File: src/rtl/activation_skewer.sv
`default_nettype none
// ============================================================================
//  Module   : activation_skewer
//  Purpose  : Feeds the left edge of a systolic array. Each accepted beat
//             carries one signed activation per row; row r is delayed by r+1
//             register stages so rows enter the array diagonally. Cycles
//             with no accepted beat inject a zero/invalid bubble on row 0,
//             which ripples down the skew like data. After the last beat of
//             a tile the FSM blocks new input until that beat's final
//             element has left row ROWS-1, then pulses done_o for one cycle.
//
//  Ports    : clk_i       - clock, all state changes on the rising edge
//             rst_ni      - asynchronous active-low reset
//             in_valid_i  - upstream beat valid
//             in_ready_o  - block accepts a beat this cycle
//             in_data_i   - ROWS x DATA_W activations, row r at [r*DATA_W +: DATA_W]
//             in_last_i   - final beat of the tile (qualified by in_valid_i)
//             a_out_o     - skewed activations to array row left-edge inputs
//             a_vld_o     - per-row valid flag travelling with a_out_o
//             done_o      - one-cycle pulse as the tile's last element hits row ROWS-1
//             beat_cnt_o  - (SKEW_BEAT_CNT_EN only) beats accepted in the current tile
//
//  Options  : define SKEW_BEAT_CNT_EN to add the saturating 16-bit beat counter.
//
//  Revision : 1.0 - initial release
// ============================================================================
module activation_skewer #(
   parameter int ROWS   = 4,
   parameter int DATA_W = 8
) (
   input  logic                   clk_i,
   input  logic                   rst_ni,
   input  logic                   in_valid_i,
   output logic                   in_ready_o,
   input  logic [ROWS*DATA_W-1:0] in_data_i,
   input  logic                   in_last_i,
   output logic [ROWS*DATA_W-1:0] a_out_o,
   output logic [ROWS-1:0]        a_vld_o,
   output logic                   done_o
`ifdef SKEW_BEAT_CNT_EN
   ,
   output logic [15:0]            beat_cnt_o
`endif
);

   // Drain counter runs 0 .. ROWS-2; keep at least one bit for tiny arrays.
   localparam int CNT_W = (ROWS > 2) ? $clog2(ROWS - 1) : 1;
   localparam logic [CNT_W-1:0] c_DRAIN_LAST = CNT_W'((ROWS > 1) ? ROWS - 2 : 0);

   typedef enum logic [1:0] {
      IDLE   = 2'd0,
      STREAM = 2'd1,
      DRAIN  = 2'd2,
      DONE   = 2'd3
   } state_e;

   state_e           state_q, state_d;
   logic [CNT_W-1:0] drain_cnt_q, drain_cnt_d;
   logic             accept;

   // Ready is masked by reset so nothing upstream sees a ready while held.
   assign in_ready_o = rst_ni & ((state_q == IDLE) | (state_q == STREAM));
   assign accept     = in_valid_i & in_ready_o;
   assign done_o     = (state_q == DONE);

   // ------------------------------------------------------------------------
   // Control FSM
   // ------------------------------------------------------------------------
   always_comb begin
      state_d     = state_q;
      drain_cnt_d = drain_cnt_q;
      unique case (state_q)
         IDLE, STREAM: begin
            if (accept) begin
               if (in_last_i) begin
                  // A single-row array has no skew left to drain.
                  state_d     = (ROWS == 1) ? DONE : DRAIN;
                  drain_cnt_d = '0;
               end else begin
                  state_d = STREAM;
               end
            end
         end
         DRAIN: begin
            if (drain_cnt_q == c_DRAIN_LAST) begin
               state_d = DONE;
            end else begin
               drain_cnt_d = drain_cnt_q + CNT_W'(1);
            end
         end
         DONE: begin
            state_d = IDLE;
         end
         default: begin
            state_d = IDLE;
         end
      endcase
   end

   always_ff @(posedge clk_i or negedge rst_ni) begin
      if (!rst_ni) begin
         state_q     <= IDLE;
         drain_cnt_q <= '0;
      end else begin
         state_q     <= state_d;
         drain_cnt_q <= drain_cnt_d;
      end
   end

   // ------------------------------------------------------------------------
   // Skew chains: row r holds r+1 stages; data and valid move in lockstep.
   // Non-accepted cycles load a zero with valid low (the bubble).
   // ------------------------------------------------------------------------
   for (genvar r = 0; r < ROWS; r++) begin : g_row
      logic [DATA_W-1:0] dat_q [r+1];
      logic [r:0]        vld_q;

      always_ff @(posedge clk_i or negedge rst_ni) begin
         if (!rst_ni) begin
            for (int i = 0; i <= r; i++) begin
               dat_q[i] <= '0;
            end
            vld_q <= '0;
         end else begin
            dat_q[0] <= accept ? in_data_i[r*DATA_W +: DATA_W] : '0;
            vld_q[0] <= accept;
            for (int i = 1; i <= r; i++) begin
               dat_q[i] <= dat_q[i-1];
               vld_q[i] <= vld_q[i-1];
            end
         end
      end

      assign a_out_o[r*DATA_W +: DATA_W] = dat_q[r];
      assign a_vld_o[r]                  = vld_q[r];
   end

`ifdef SKEW_BEAT_CNT_EN
   // ------------------------------------------------------------------------
   // Beat counter: cleared on the edge leaving DONE, saturating otherwise.
   // No beat can be accepted in DONE, so the clear never loses a count.
   // ------------------------------------------------------------------------
   logic [15:0] beat_cnt_q, beat_cnt_d;

   always_comb begin
      beat_cnt_d = beat_cnt_q;
      if (state_q == DONE) begin
         beat_cnt_d = '0;
      end else if (accept && (beat_cnt_q != 16'hFFFF)) begin
         beat_cnt_d = beat_cnt_q + 16'd1;
      end
   end

   always_ff @(posedge clk_i or negedge rst_ni) begin
      if (!rst_ni) begin
         beat_cnt_q <= '0;
      end else begin
         beat_cnt_q <= beat_cnt_d;
      end
   end

   assign beat_cnt_o = beat_cnt_q;
`endif

endmodule
`default_nettype wire

File: config.mk
export PLATFORM = sky130hd
export DESIGN_NAME = activation_skewer
export DESIGN_NICKNAME = d
export VERILOG_FILES = /design/src/rtl/activation_skewer.sv
export SDC_FILE = /design/constraint.sdc
export NUM_CORES = 1
export LEC_CHECK = 0
export ABC_AREA = 1
export BUFFER_PORTS_ARGS = -buffer_cell sky130_fd_sc_hd__buf_2
export CAP_MARGIN = 20
export CELL_PAD_IN_SITES_DETAIL_PLACEMENT = 1
export CELL_PAD_IN_SITES_GLOBAL_PLACEMENT = 1
export CORE_MARGIN = 2
export CORE_UTILIZATION = 39
export CTS_BUF_LIST = sky130_fd_sc_hd__clkbuf_4 sky130_fd_sc_hd__clkbuf_8
export DETAILED_ROUTE_END_ITERATION = 8
export PLACE_DENSITY = 0.86
export SKIP_CTS_REPAIR_TIMING = 1
export SLEW_MARGIN = 0
export SYNTH_ARGS = -nofsm -noshare
export SYNTH_HDL_FRONTEND = slang
export SYNTH_SLANG_ARGS = --single-unit
File: constraint.sdc
create_clock -name clk_i -period 0.9 [get_ports clk_i]
set_input_delay 0.135 -clock clk_i [delete_from_list [all_inputs] [get_ports clk_i]]
set_output_delay 0.135 -clock clk_i [all_outputs]
set_load 0.01 [all_outputs]
### Word level (Yosys, flattened, before mapping)

Index checks and enable logic that the tools add are counted.

| word-level totals | value |
|---|---|
| register bits | 94 |
| latch bits | 0 |
| RAM bits | 0 |
| memory bits (read-only) | 0 |
| input bits | 36 |
| output and inout port bits | 38 |
| logic and storage cells | 45 |
| memories | 0 |

| operators by class | value |
|---|---|
| add/subtract/negate cells | 1 |
| multiply operators | 0 |
| divide/modulo/power cells | 0 |
| magnitude comparators | 0 |
| equal/unequal tests | 8 |
| shifts and indexed selects | 0 |
| multiplexer cells | 12 |
| bitwise operators | 3 |
| reduce and logical (&&, ||, !) cells | 5 |

Operator list:

| operator | number |
|---|---|
| $mux W8 | 4 |
| $mux W2 | 6 |
| $ne A2 B2 Y1 const B | 4 |
| $eq A2 B2 Y1 const B | 3 |
| $pmux W2 S3 | 1 |
| $pmux W2 S2 | 1 |
| $reduce_and A4 Y1 | 1 |
| $add A2 B1 Y2 const B | 1 |
| $and A1 B1 Y1 | 2 |
| $eq A2 B1 Y1 const B | 1 |
| $logic_not A2 Y1 | 1 |
| $reduce_and A2 Y1 | 1 |
| $reduce_bool A2 Y1 | 1 |
| $reduce_or A2 Y1 | 1 |
| $or A1 B1 Y1 | 1 |

### Logic depth before layout (Yosys ltp)

| logic depth | value |
|---|---|
| word-level depth | 6 |
| depth in mapped cells | 6 |
| depth with buffers taken out | 6 |

### Least setup slack after synthesis

OpenSTA, ideal clock, no wires.

| timing | value |
|---|---|
| kind | flip-flop to flip-flop |
| from | register drain_cnt_q[0] |
| to | register drain_cnt_q[1] |
| library setup time | 0.117 ns |
| data arrival time | 0.903 ns |
| path slack | -0.120 ns |
| cell stages (with the launch flop) | 7 |
| path buffers | 0 |
| clock period less this slack | 1.020 ns |
| path through | dfrtp_1 > inv_1 > ha_1 > o21ai_0 > nand3_1 > nand2_1 > nand2_1 |

| between the ends | value |
|---|---|
| cells in the longest elaborated chain, start to end | 3 |
| elaborated cells between the ends (all ways) | 6 |
| classes of those cells | add/sub: 1; eq/ne: 2; mux: 2; reduce/logical: 1 |

Ends and longest elaborated chain:

| what | line | RTL |
|---|---|---|
| start, declared | 58 | `logic [CNT_W-1:0] drain_cnt_q, drain_cnt_d;` |
| start signal, assigned | 106 | `drain_cnt_q <= drain_cnt_d;` |
| $add A2 B1 Y2 / $eq A2 B2 Y1 (equally long branches) | 88, 85 |  |
| $mux W2 / $ne A2 B2 Y1 (equally long branches) | -- |  |
| $pmux W2 S2 / $reduce_and A4 Y1 (equally long branches) | -- |  |

Several ways; a longest one is shown, not always the timed one. The select of a mux whose other input is x is not followed.
A chain may end at the register's enable or synchronous reset.

### Final worst setup path

| timing | value |
|---|---|
| from | register state_q[1] |
| to | output port in_ready_o |

| between the ends | value |
|---|---|
| cells in the longest elaborated chain, start to end | 3 |
| elaborated cells between the ends (all ways) | 4 |
| classes of those cells | eq/ne: 1; bitwise: 2; reduce/logical: 1 |

Ends and longest elaborated chain:

| what | line | RTL |
|---|---|---|
| start, declared | 57 | `state_e state_q, state_d;` |
| start signal, assigned | 105 | `state_q <= state_d;` |
| $eq A2 B1 Y1 / $logic_not A2 Y1 (equally long branches) | 62 | `assign in_ready_o = rst_ni & ((state_q == IDLE) \| (state_q == STREAM));` |
| $or A1 B1 Y1 (*) | 62 |  |
| $and A1 B1 Y1 (*) | 62 |  |
| end, declared | 34 | `output logic in_ready_o,` |

Every way passes the cells marked *; elsewhere a longest branch is shown, timed or not.

==> impl_metrics.yaml <==
run_status:
  status: "finished, violations left"
  violations: "hold timing, setup timing"
global_routing:
  grt_max_degree: 69
  antenna_found_initial: 0
  met3_usage_pct: 4.894
  grt_util_all_layers_pct: 12.20
  met2_usage_pct: 20.34
  grt_pass1_wl_um: 7127
  overflow: 0
  top_usage_layer: "met2"
  grt_pass1_vias: 1579
  met1_usage_pct: 13.49
floorplanning:
  rows: 31
  dieArea_sq_um: 7971
  fp.dieH_um: 89.28
  ios: 74
  initial_core_util_pct: 39.74
  dieWidth_um: 89.28
  core_area_sq_um: 7137
power:
  p_per_area_nw_per_um2: 2238
  power.total_w: 0.008204
  ir_drop_uv: 901.2
  p_leak_nw: 2.098
cts:
  root_buffer: "clkbuf_8"
  insertion_delay_ps: 340
  cts_htree_levels: 3
  cts_buffers: 9
  path_clk_slew_ps: 90
  cts_sinks: 88
  cts_tree: "built"
  clockBufferDepth: 2
timing:
  setup_violations: 74
  hold_slack_ps: -198.1
  final_hold_viol_count: 20
  rsz0062_at_grt: "yes"
  slew_viol_final: 0
  fin_crit_ps: 1188
  timing.final.ws_setup_ps: -287.8
  worst_pin_slew_ps: 338.4
  setup_tns_ps: -11090
  post-route-period-util_pct: 132.0
  slew_headroom_pct: 77.44
  fin_skew_ps: 8.292
  max_freq_mhz: 841.9
synth:
  yosys-top-cells-count: "dfrtp_1 (88), inv_1 (40), nor2_1 (29), buf_4 (25), nand2_1 (6)"
  synth_area_sq_um: 2836
  synth_most_common_cell: "dfrtp_1"
  syn_area_per_cell_sq_um: 13.57
  synth_top_area_share_pct: 77.64
  synth_area_leader_cell: "dfrtp_1"
  synth-edff-count: 0
  synth_area_leaders: "dfrtp_1 (78%), buf_4 (6.6%), inv_1 (5.3%)"
  syn_inst: 209
  synth_seq_cells: 88
  yosysWarnings: 0
  seq_area_frac_synth_pct: 77.64
  synthArstFlopShare_pct: 100.0
  synth_nets: 246
  yosysUniqueCellTypes: 17
  synth_ff_type: "dfrtp_1"
place:
  dp_hpwl_um: 3117
  port_buffers: 73
  routabilityCongestion: 0.7203
worst_setup_path:
  crit_required_ps: 760
  r2r_slack_ps: -260
  cp_max_fo: 7
  crit_type: "flop to output port"
  worstSetupEndpointType: "output port"
  crit_arrival_ps: 1050
  critPathLaunchType: "flop"
final_layout:
  fin_nets: 324
  syn_to_final_growth_pct: 29.25
  n_fill_cell: 783
  drive_gt1_share_pct: 40.21
  antenna_cells: 0
routing:
  drt_iter0_markers: 38
  vias: 1581
  drt.antenna.violating_nets: 0
  drtPass1Iterations: 3
  routed_wl_um: 4887
  wire_per_inst_um: 12.53
  vias_per_cell: 4.054
  drcViolationCount: 0
run:
  max_cap_violations: 0
worst_hold_path:
  hp-class: "input pin to asynchronous set/reset pin"
[registers in the layout, summed over array words and instances (netlist names)]
| signal | cells |
|---|---|
| g_row.vld_q | 4 |
| drain_cnt_q | 2 |
| g_row.dat_q | 56 |
| a_out_o | 24 |
| state_q | 2 |
[critical path, cell delays in order, from the launching register on]
cell     delay, ps
dfrtp_2        470
nor2_4         140
buf_6          110
[kinds of logic after synthesis]
group	synth area share, %
AOI/OAI and AO/OA	0.9262
adders and majority gates	0.4410
buffers and inverters	13.50
DFF	77.64
and+or+nand+nor	7.498
[layout make-up]
type	count	area, sq um	share of cell area [%]
Clock inverter	6	92.59	2.526
Clock buffer	9	123.9	3.379
Timing Repair Buffer	96	686.9	18.74
Tap cell	99	123.9	3.379
Multi-Input combinational cell	52	285.3	7.782
Sequential cell	88	2203	60.10
Inverter	40	150.1	4.096
[through the flow]
step | std cells | setup WS (ps) | hold WS [ps] | util [%] | cell area (sq um)
floorplan | 209 | -83.93 | -160.6 | - | 2839
finish | 390 | -287.8 | -198.1 | 51.37 | 3666
global route | 390 | -352.6 | -200.2 | 51.37 | 3666
detailed placement | 357 | -221.5 | 172.1 | 44.28 | 3161
global placement | 357 | -123.1 | 151.2 | 44.28 | 3161
CTS | 372 | -381.3 | -205.0 | 47.32 | 3377
[metal layers]
layer / up-vias / part of all wire (%)
met5: - / 0
met4: 0 / 1.4
met3: 6 / 6.1
met2: 54 / 55
met1: 788 / 38
li1: 733 / -
[layout by cell type, fill, tap and decap left out, types with 2 or more instances in the layout]
| cell | count |
|---|---|
| buf_12 | 2 |
| buf_2 | 64 |
| buf_4 | 6 |
| buf_6 | 9 |
| bufinv_16 | 2 |
| clkbuf_16 | 2 |
| clkbuf_8 | 9 |
| clkinvlp_4 | 2 |
| dfrtp_1 | 87 |
| dlygate4sd3_1 | 13 |
| inv_1 | 38 |
| inv_2 | 2 |
| inv_6 | 2 |
| nand2_1 | 5 |
| nand3_1 | 2 |
| nand4_1 | 2 |
| nor2_1 | 23 |
| nor2_2 | 10 |
| nor2_4 | 2 |
[report_power, final]
group | switching [W] | leakage (nW) | internal (W)
Combinational | 0.000497 | 0.807 | 0.000444
Sequential | 0.000118 | 1.19 | 0.00422
Clock | 0.00136 | 0.102 | 0.00157
Total | 0.00198 | 2.10 | 0.00623
[final timing paths]
check                                              from                            to  cells past startpoint
min reg2reg                g_row[2].dat_q[10]$_DFF_PN0_         a_out_o[18]$_DFF_PN0_                      0
max reg2reg                      state_q[1]$_DFFE_PN0P_  g_row[2].dat_q[16]$_DFF_PN0_                      5
max                              state_q[1]$_DFFE_PN0P_                    in_ready_o                      2
max in group asynchronous                        rst_ni         a_out_o[25]$_DFF_PN0_                      3
min                                              rst_ni    drain_cnt_q[0]$_DFFE_PN0P_                      2
min in group clk_i                        in_data_i[12]  g_row[1].dat_q[12]$_DFF_PN0_                      3
No activity file was read; power rests on OpenSTA's default activity.
